==> src/rtl/rr_sched_pkg.sv <==
// Shared types and helpers for the round-robin scheduler.
package rr_sched_pkg;

    typedef enum logic [1:0] {
        IDLE = 2'd0,
        BUSY = 2'd1,
        COOL = 2'd2
    } state_t;

    function automatic int idx_width(input int n);
        return (n > 1) ? $clog2(n) : 1;
    endfunction

endpackage

==> src/rtl/rr_pick.sv <==
// Combinational round-robin pick: lowest requester at or above ptr, else lowest overall.
module rr_pick
    import rr_sched_pkg::*;
#(
    parameter int N = 4,
    localparam int IDXW = idx_width(N)
) (
    input  logic [N-1:0]    i_req,
    input  logic [IDXW-1:0] i_ptr,
    output logic            o_any,
    output logic [IDXW-1:0] o_idx
);

    logic [N-1:0]    w_masked;
    logic            w_mfound;
    logic [IDXW-1:0] w_midx;
    logic [IDXW-1:0] w_uidx;

    always_comb begin
        w_masked = '0;
        for (int unsigned i = 0; i < N; i++) begin
            w_masked[i] = i_req[i] && (i >= int'(i_ptr));
        end
    end

    // Scan high to low so the lowest set bit is the last one written.
    always_comb begin
        w_mfound = 1'b0;
        w_midx   = '0;
        w_uidx   = '0;
        for (int unsigned i = N; i > 0; i--) begin
            if (w_masked[i-1]) begin
                w_mfound = 1'b1;
                w_midx   = IDXW'(i - 1);
            end
            if (i_req[i-1]) begin
                w_uidx = IDXW'(i - 1);
            end
        end
    end

    assign o_any = |i_req;
    assign o_idx = w_mfound ? w_midx : w_uidx;

endmodule

==> src/rtl/rr_sched.sv <==
// Round-robin scheduler: one registered one-hot grant, held until release,
// holder drop or MAXHOLD cycles, followed by one dead turnaround cycle.
module rr_sched
    import rr_sched_pkg::*;
#(
    parameter int N       = 4,
    parameter int MAXHOLD = 8,
    localparam int IDXW   = idx_width(N),
    localparam int CNTW   = $clog2(MAXHOLD + 1)
) (
    input  logic            clk,
    input  logic            reset,
    input  logic [N-1:0]    req,
    input  logic            rel,
    output logic [N-1:0]    gnt,
    output logic            gnt_vld,
    output logic [IDXW-1:0] gnt_idx,
    output logic            timeout,
    output logic [CNTW-1:0] hold_cnt
);

    state_t          r_state;
    logic [IDXW-1:0] r_ptr;
    logic [N-1:0]    r_gnt;
    logic            r_gnt_vld;
    logic [IDXW-1:0] r_gnt_idx;
    logic            r_timeout;
    logic [CNTW-1:0] r_hold_cnt;

    logic            w_any;
    logic [IDXW-1:0] w_pick;
    logic            w_hold_done;
    logic            w_holder_req;
    logic            w_exit;
    logic [IDXW-1:0] w_next_ptr;

    rr_pick #(.N(N)) u_pick (
        .i_req (req),
        .i_ptr (r_ptr),
        .o_any (w_any),
        .o_idx (w_pick)
    );

    assign w_hold_done  = (r_hold_cnt == CNTW'(MAXHOLD));
    assign w_holder_req = req[r_gnt_idx];
    assign w_exit       = rel || !w_holder_req || w_hold_done;
    // Wrap at N-1 explicitly so non-power-of-two N never points past the last requester.
    assign w_next_ptr   = (r_gnt_idx == IDXW'(N - 1)) ? '0 : r_gnt_idx + 1'b1;

    always_ff @(posedge clk) begin
        if (reset) begin
            r_state    <= IDLE;
            r_ptr      <= '0;
            r_gnt      <= '0;
            r_gnt_vld  <= 1'b0;
            r_gnt_idx  <= '0;
            r_timeout  <= 1'b0;
            r_hold_cnt <= '0;
        end else begin
            case (r_state)
                IDLE: begin
                    r_timeout <= 1'b0;
                    if (w_any) begin
                        r_gnt         <= '0;
                        r_gnt[w_pick] <= 1'b1;
                        r_gnt_vld     <= 1'b1;
                        r_gnt_idx     <= w_pick;
                        r_hold_cnt    <= CNTW'(1);
                        r_state       <= BUSY;
                    end
                end
                BUSY: begin
                    if (w_exit) begin
                        r_gnt      <= '0;
                        r_gnt_vld  <= 1'b0;
                        r_gnt_idx  <= '0;
                        r_hold_cnt <= '0;
                        r_ptr      <= w_next_ptr;
                        r_timeout  <= w_hold_done && !rel && w_holder_req;
                        r_state    <= COOL;
                    end else if (!w_hold_done) begin
                        r_hold_cnt <= r_hold_cnt + 1'b1;
                    end
                end
                COOL: begin
                    r_timeout <= 1'b0;
                    r_state   <= IDLE;
                end
                default: begin
                    r_timeout <= 1'b0;
                    r_state   <= IDLE;
                end
            endcase
        end
    end

    assign gnt      = r_gnt;
    assign gnt_vld  = r_gnt_vld;
    assign gnt_idx  = r_gnt_idx;
    assign timeout  = r_timeout;
    assign hold_cnt = r_hold_cnt;

endmodule

==> config.mk <==
export PLATFORM = sky130hd
export DESIGN_NAME = rr_sched
export DESIGN_NICKNAME = d
export VERILOG_FILES = /design/src/rtl/rr_sched_pkg.sv /design/src/rtl/rr_pick.sv /design/src/rtl/rr_sched.sv
export SDC_FILE = /design/constraint.sdc
export NUM_CORES = 1
export LEC_CHECK = 0
export CORE_MARGIN = 8
export CORE_UTILIZATION = 35
export CTS_CLUSTER_DIAMETER = 30
export CTS_CLUSTER_SIZE = 25
export DETAILED_ROUTE_END_ITERATION = 12
export GPL_ROUTABILITY_DRIVEN = 1
export PLACE_DENSITY_LB_ADDON = 0.25
export SYNTH_ARGS = -nofsm -noshare
export SYNTH_HDL_FRONTEND = slang
export SYNTH_SLANG_ARGS = --single-unit
==> constraint.sdc <==
create_clock -name clk -period 1.9 [get_ports clk]
set_input_delay 0.38 -clock clk [delete_from_list [all_inputs] [get_ports clk]]
set_output_delay 0.38 -clock clk [all_outputs]
set_load 0.01 [all_outputs]
==> results.tsv <==
stage	metric	value	unit
layout	antenna_cells	0	
yosys	yosysSeqAreaShare	35.56	%
layout	multiInputGateArea	519.2	um2
yosys	ys_ff_latch	16	
timing	hold_violations	0	
place	pre_cts_ws	-0.1534	ns
min_path	hold_path_class	reg -> reg	
global_routing	grt_pass1_vias	821	
critical_path	slowest_delay	0.54	ns
timing	fmax	571.3	MHz
critical_path	reg2reg_to	gnt[2]	
critical_path	cp-end-kind	flip-flop	
yosys	yosys_warnings	0	
layout	fill_cells	249	
detailed_routing	drc_errors	0	
clock_network	clockBufferDepth	2	
clock_network	post_cts_buffers	0	
critical_path	crit_chain	clkdlybuf4s50_1 > mux2i_1 > o22ai_4 > a21oi_2 > mux2_4	
place	portBuffers	18	
detailed_routing	viasPerCell	5.132	
clock_network	clkTransAtPathRegs	0.10	ns
yosys	syn-num-nets	110	
layout	fin_nets	141	
critical_path	crit_family	multiplexers	
global_routing	antenna_found_initial	0	
min_path	worst_hold_startpoint	gnt_vld	
layout	areaGrowthSynthToFinish	34.03	%
power	comb_power_share	28.8	%
power	p_leak	0.4487	nW
power	vdd_drop_max	0.3216	mV
critical_path	cp-start-kind	input port	
layout	seq_area	320.3	um2
timing	fin_crit	1.751	ns
min_path	worstHoldEndpoint	gnt_vld	
timing	worst_slew_pin_slew	0.3912	ns
power	internal_power	0.5526	mW
timing	rsz0062_at_grt	no	
layout	final_cells	159	
timing	relSlewSlack	73.72	%
critical_path	worstSetupPathType	in -> reg	
timing	min_period_over_period	92.13	%
global_routing	top_usage_layer	met2	
critical_path	cp_max_fo	8	
yosys	synth_edf_count	0	
critical_path	worst_ep_required_time	2.08	ns
run	drv_cap	0	
yosys	syn_area	900.9	um2
detailed_routing	detail-route-antenna-nets	0	
power	power_frac_seq	48.9	%
die	rows	18	
min_path	whs_path_depth	2	
timing	fin_worst_skew	0.01159	ns
yosys	syn_inst	100	
clock_network	insertion_delay	0.28	ns
detailed_routing	initialDrtViolationCount	24	
layout	layout_commonest_cell	clkdlybuf4s50_1	
power	switchingPower	0.2330	mW
detailed_routing	drt_wl_total	2.158	mm
clock_network	cts_buffers	3	
die	die_h	66.74	um
yosys	syn_area_per_cell	9.009	um2
global_routing	grt_overflow	0	
yosys	synthArstFlopShare	0	%
global_routing	grtUsageMet1	11.61	%
critical_path	r2r_setup_slack	0.30	ns
critical_path	cp_slowest_cell	clkdlybuf4s50_1	
global_routing	grt_max_degree	19	
timing	setup_slack	0.1495	ns
critical_path	reg2reg_depth	6	
layout	layout-drive-gt1-share	17.05	%
timing	setup_viol	0	
power	p_clk_share	22.3	%
detailed_routing	dr.pass1.iters	6	
run_status	status	complete, no violations	
yosys	synth_ff_type	dfxtp_1	
layout	final_cell_mix	clkdlybuf4s50_1 (18), dfxtp_1 (16), inv_1 (14), buf_4 (10), nand2b_1 (8)	
die	die_w	66.74	um
global_routing	track_usage	10.20	%
place	gp_congestion	0.8137	
clock_network	numClockSinks	16	
critical_path	crit_buf_inv	1	
timing	maxSlewViolCount	0	
power	powerDensity	650.6	mW/mm2
clock_network	cts_tree	built	
die	num_io_pins	19	
die	fp.coreArea	0.002455	mm2
critical_path	r2r_start	hold_cnt[0]	
clock_network	cts_resized	0	
place	dp_hpwl	1.657	mm
critical_path	cp.arrival	1.93	ns
detailed_routing	vias	816	
global_routing	grt_pass1_wl	3.574	mm
yosys	ys_types	36	
clock_network	root_buffer	clkbuf_4	
clock_network	htree_levels	1	
clock_network	cts_hold_buf	0	
die	die-area	0.004454	mm2
place	dpl.cell_count	156	
global_routing	grtUsageMet3	3.523	%
die	floorplan.initialDensity	36.70	%
detailed_routing	wl_per_cell	13.57	um
power	power.switching_fraction	29.66	%
global_routing	use_met2	16.49	%
-- kinds of logic (layout without fill, tap and decap cells) --
group	count (synthesis)	count (layout)	share of synthesized area, %
adders and majority gates	3	3	4.167
buffers and inverters	16	45	6.805
DFF	16	16	35.56
and+or+nand+nor	36	36	26.53
AOI/OAI and AO/OA	25	25	21.94
muxes	4	4	5.000
-- state kept, by name, indices dropped and copies added, names as in the netlist --
signal	count
r_ptr	2
gnt	4
r_state	2
hold_cnt	4
timeout	1
gnt_idx	2
gnt_vld	1
-- worst max path at each step --
| stage | startpoint | endpoint | slack, ns | cells after the start |
|---|---|---|---|---|
| 2_1_floorplan | gnt_idx[0] | r_ptr[0] | 0.35 | 4 |
| 3_3_place_gp | req[0] | r_ptr[0] | -0.07 | 5 |
| 3_5_place_dp | req[0] | r_ptr[0] | -0.15 | 5 |
| 4_1_cts | gnt_idx[0] | gnt_idx[0] | 0.13 | 2 |
| 5_1_grt | gnt_idx[0] | gnt_idx[0] | 0.08 | 2 |
| 6_report | req[0] | r_ptr[0] | 0.15 | 5 |
-- layer usage --
metal / share of wire [%] / up-vias
met4: 0.46 / 0
met2: 45 / 17
met1: 48 / 376
met3: 7.0 / 2
li1: - / 421
met5: 0 / -
-- cells in the mapped netlist, types with 2 or more instances --
cell type / n / share of area (%)
nand4_1: 2 / 1.4
inv_1: 14 / 5.8
nor4_4: 2 / 4.7
nor3_1: 2 / 1.1
nand2b_1: 8 / 5.6
nor2b_1: 2 / 1.4
a31oi_1: 2 / 1.4
ha_1: 3 / 4.2
mux2i_1: 3 / 3.3
nand2_1: 3 / 1.2
o31ai_1: 2 / 1.7
a21oi_2: 2 / 1.9
nor2_1: 7 / 2.9
dfxtp_1: 16 / 36
a21oi_1: 5 / 2.8
o32ai_1: 4 / 3.9
nand3_1: 2 / 1.1
a211oi_1: 3 / 2.5
-- stage by stage --
stage / hold WS (ns) / utilization (%) / power [mW] / instance area [um2] / TNS [ns]
after CTS: 0.4691 / 49.18 / 0.7992 / 1207 / 0
after floorplan: 0.4779 / - / 0.5149 / 900.9 / 0
after detailed placement: 0.4547 / 48.27 / 0.6176 / 1185 / -0.6077
after global placement: 0.4490 / 48.27 / 0.6152 / 1185 / -0.1785
after global routing: 0.4810 / 49.18 / 0.8335 / 1207 / 0
final: 0.4615 / 49.18 / 0.7856 / 1207 / 0
-- layout make-up --
cell class,count,area share (%)
Inverter,14,4.352
Sequential cell,16,26.53
Timing Repair Buffer,28,21.14
Tap cell,30,3.109
Multi-Input combinational cell,68,43.01
Clock buffer,3,1.865
-- power by group through the flow --
stage,clock [mW],combinational (mW),sequential [mW]
2_1_floorplan,0,0.119,0.396
3_3_place_gp,0,0.224,0.391
3_5_place_dp,0,0.226,0.391
4_1_cts,0.188,0.227,0.384
5_1_grt,0.199,0.247,0.388
6_report,0.176,0.226,0.384
-- worst register-to-register path: stages (launching register included) --
cell,delay [ns]
dfxtp_1,0.40
inv_1,0.09
ha_1,0.22
and3b_1,0.19
nor2_1,0.23
a21oi_2,0.14
o32ai_1,0.24
Power figures use the tool's default switching activity.
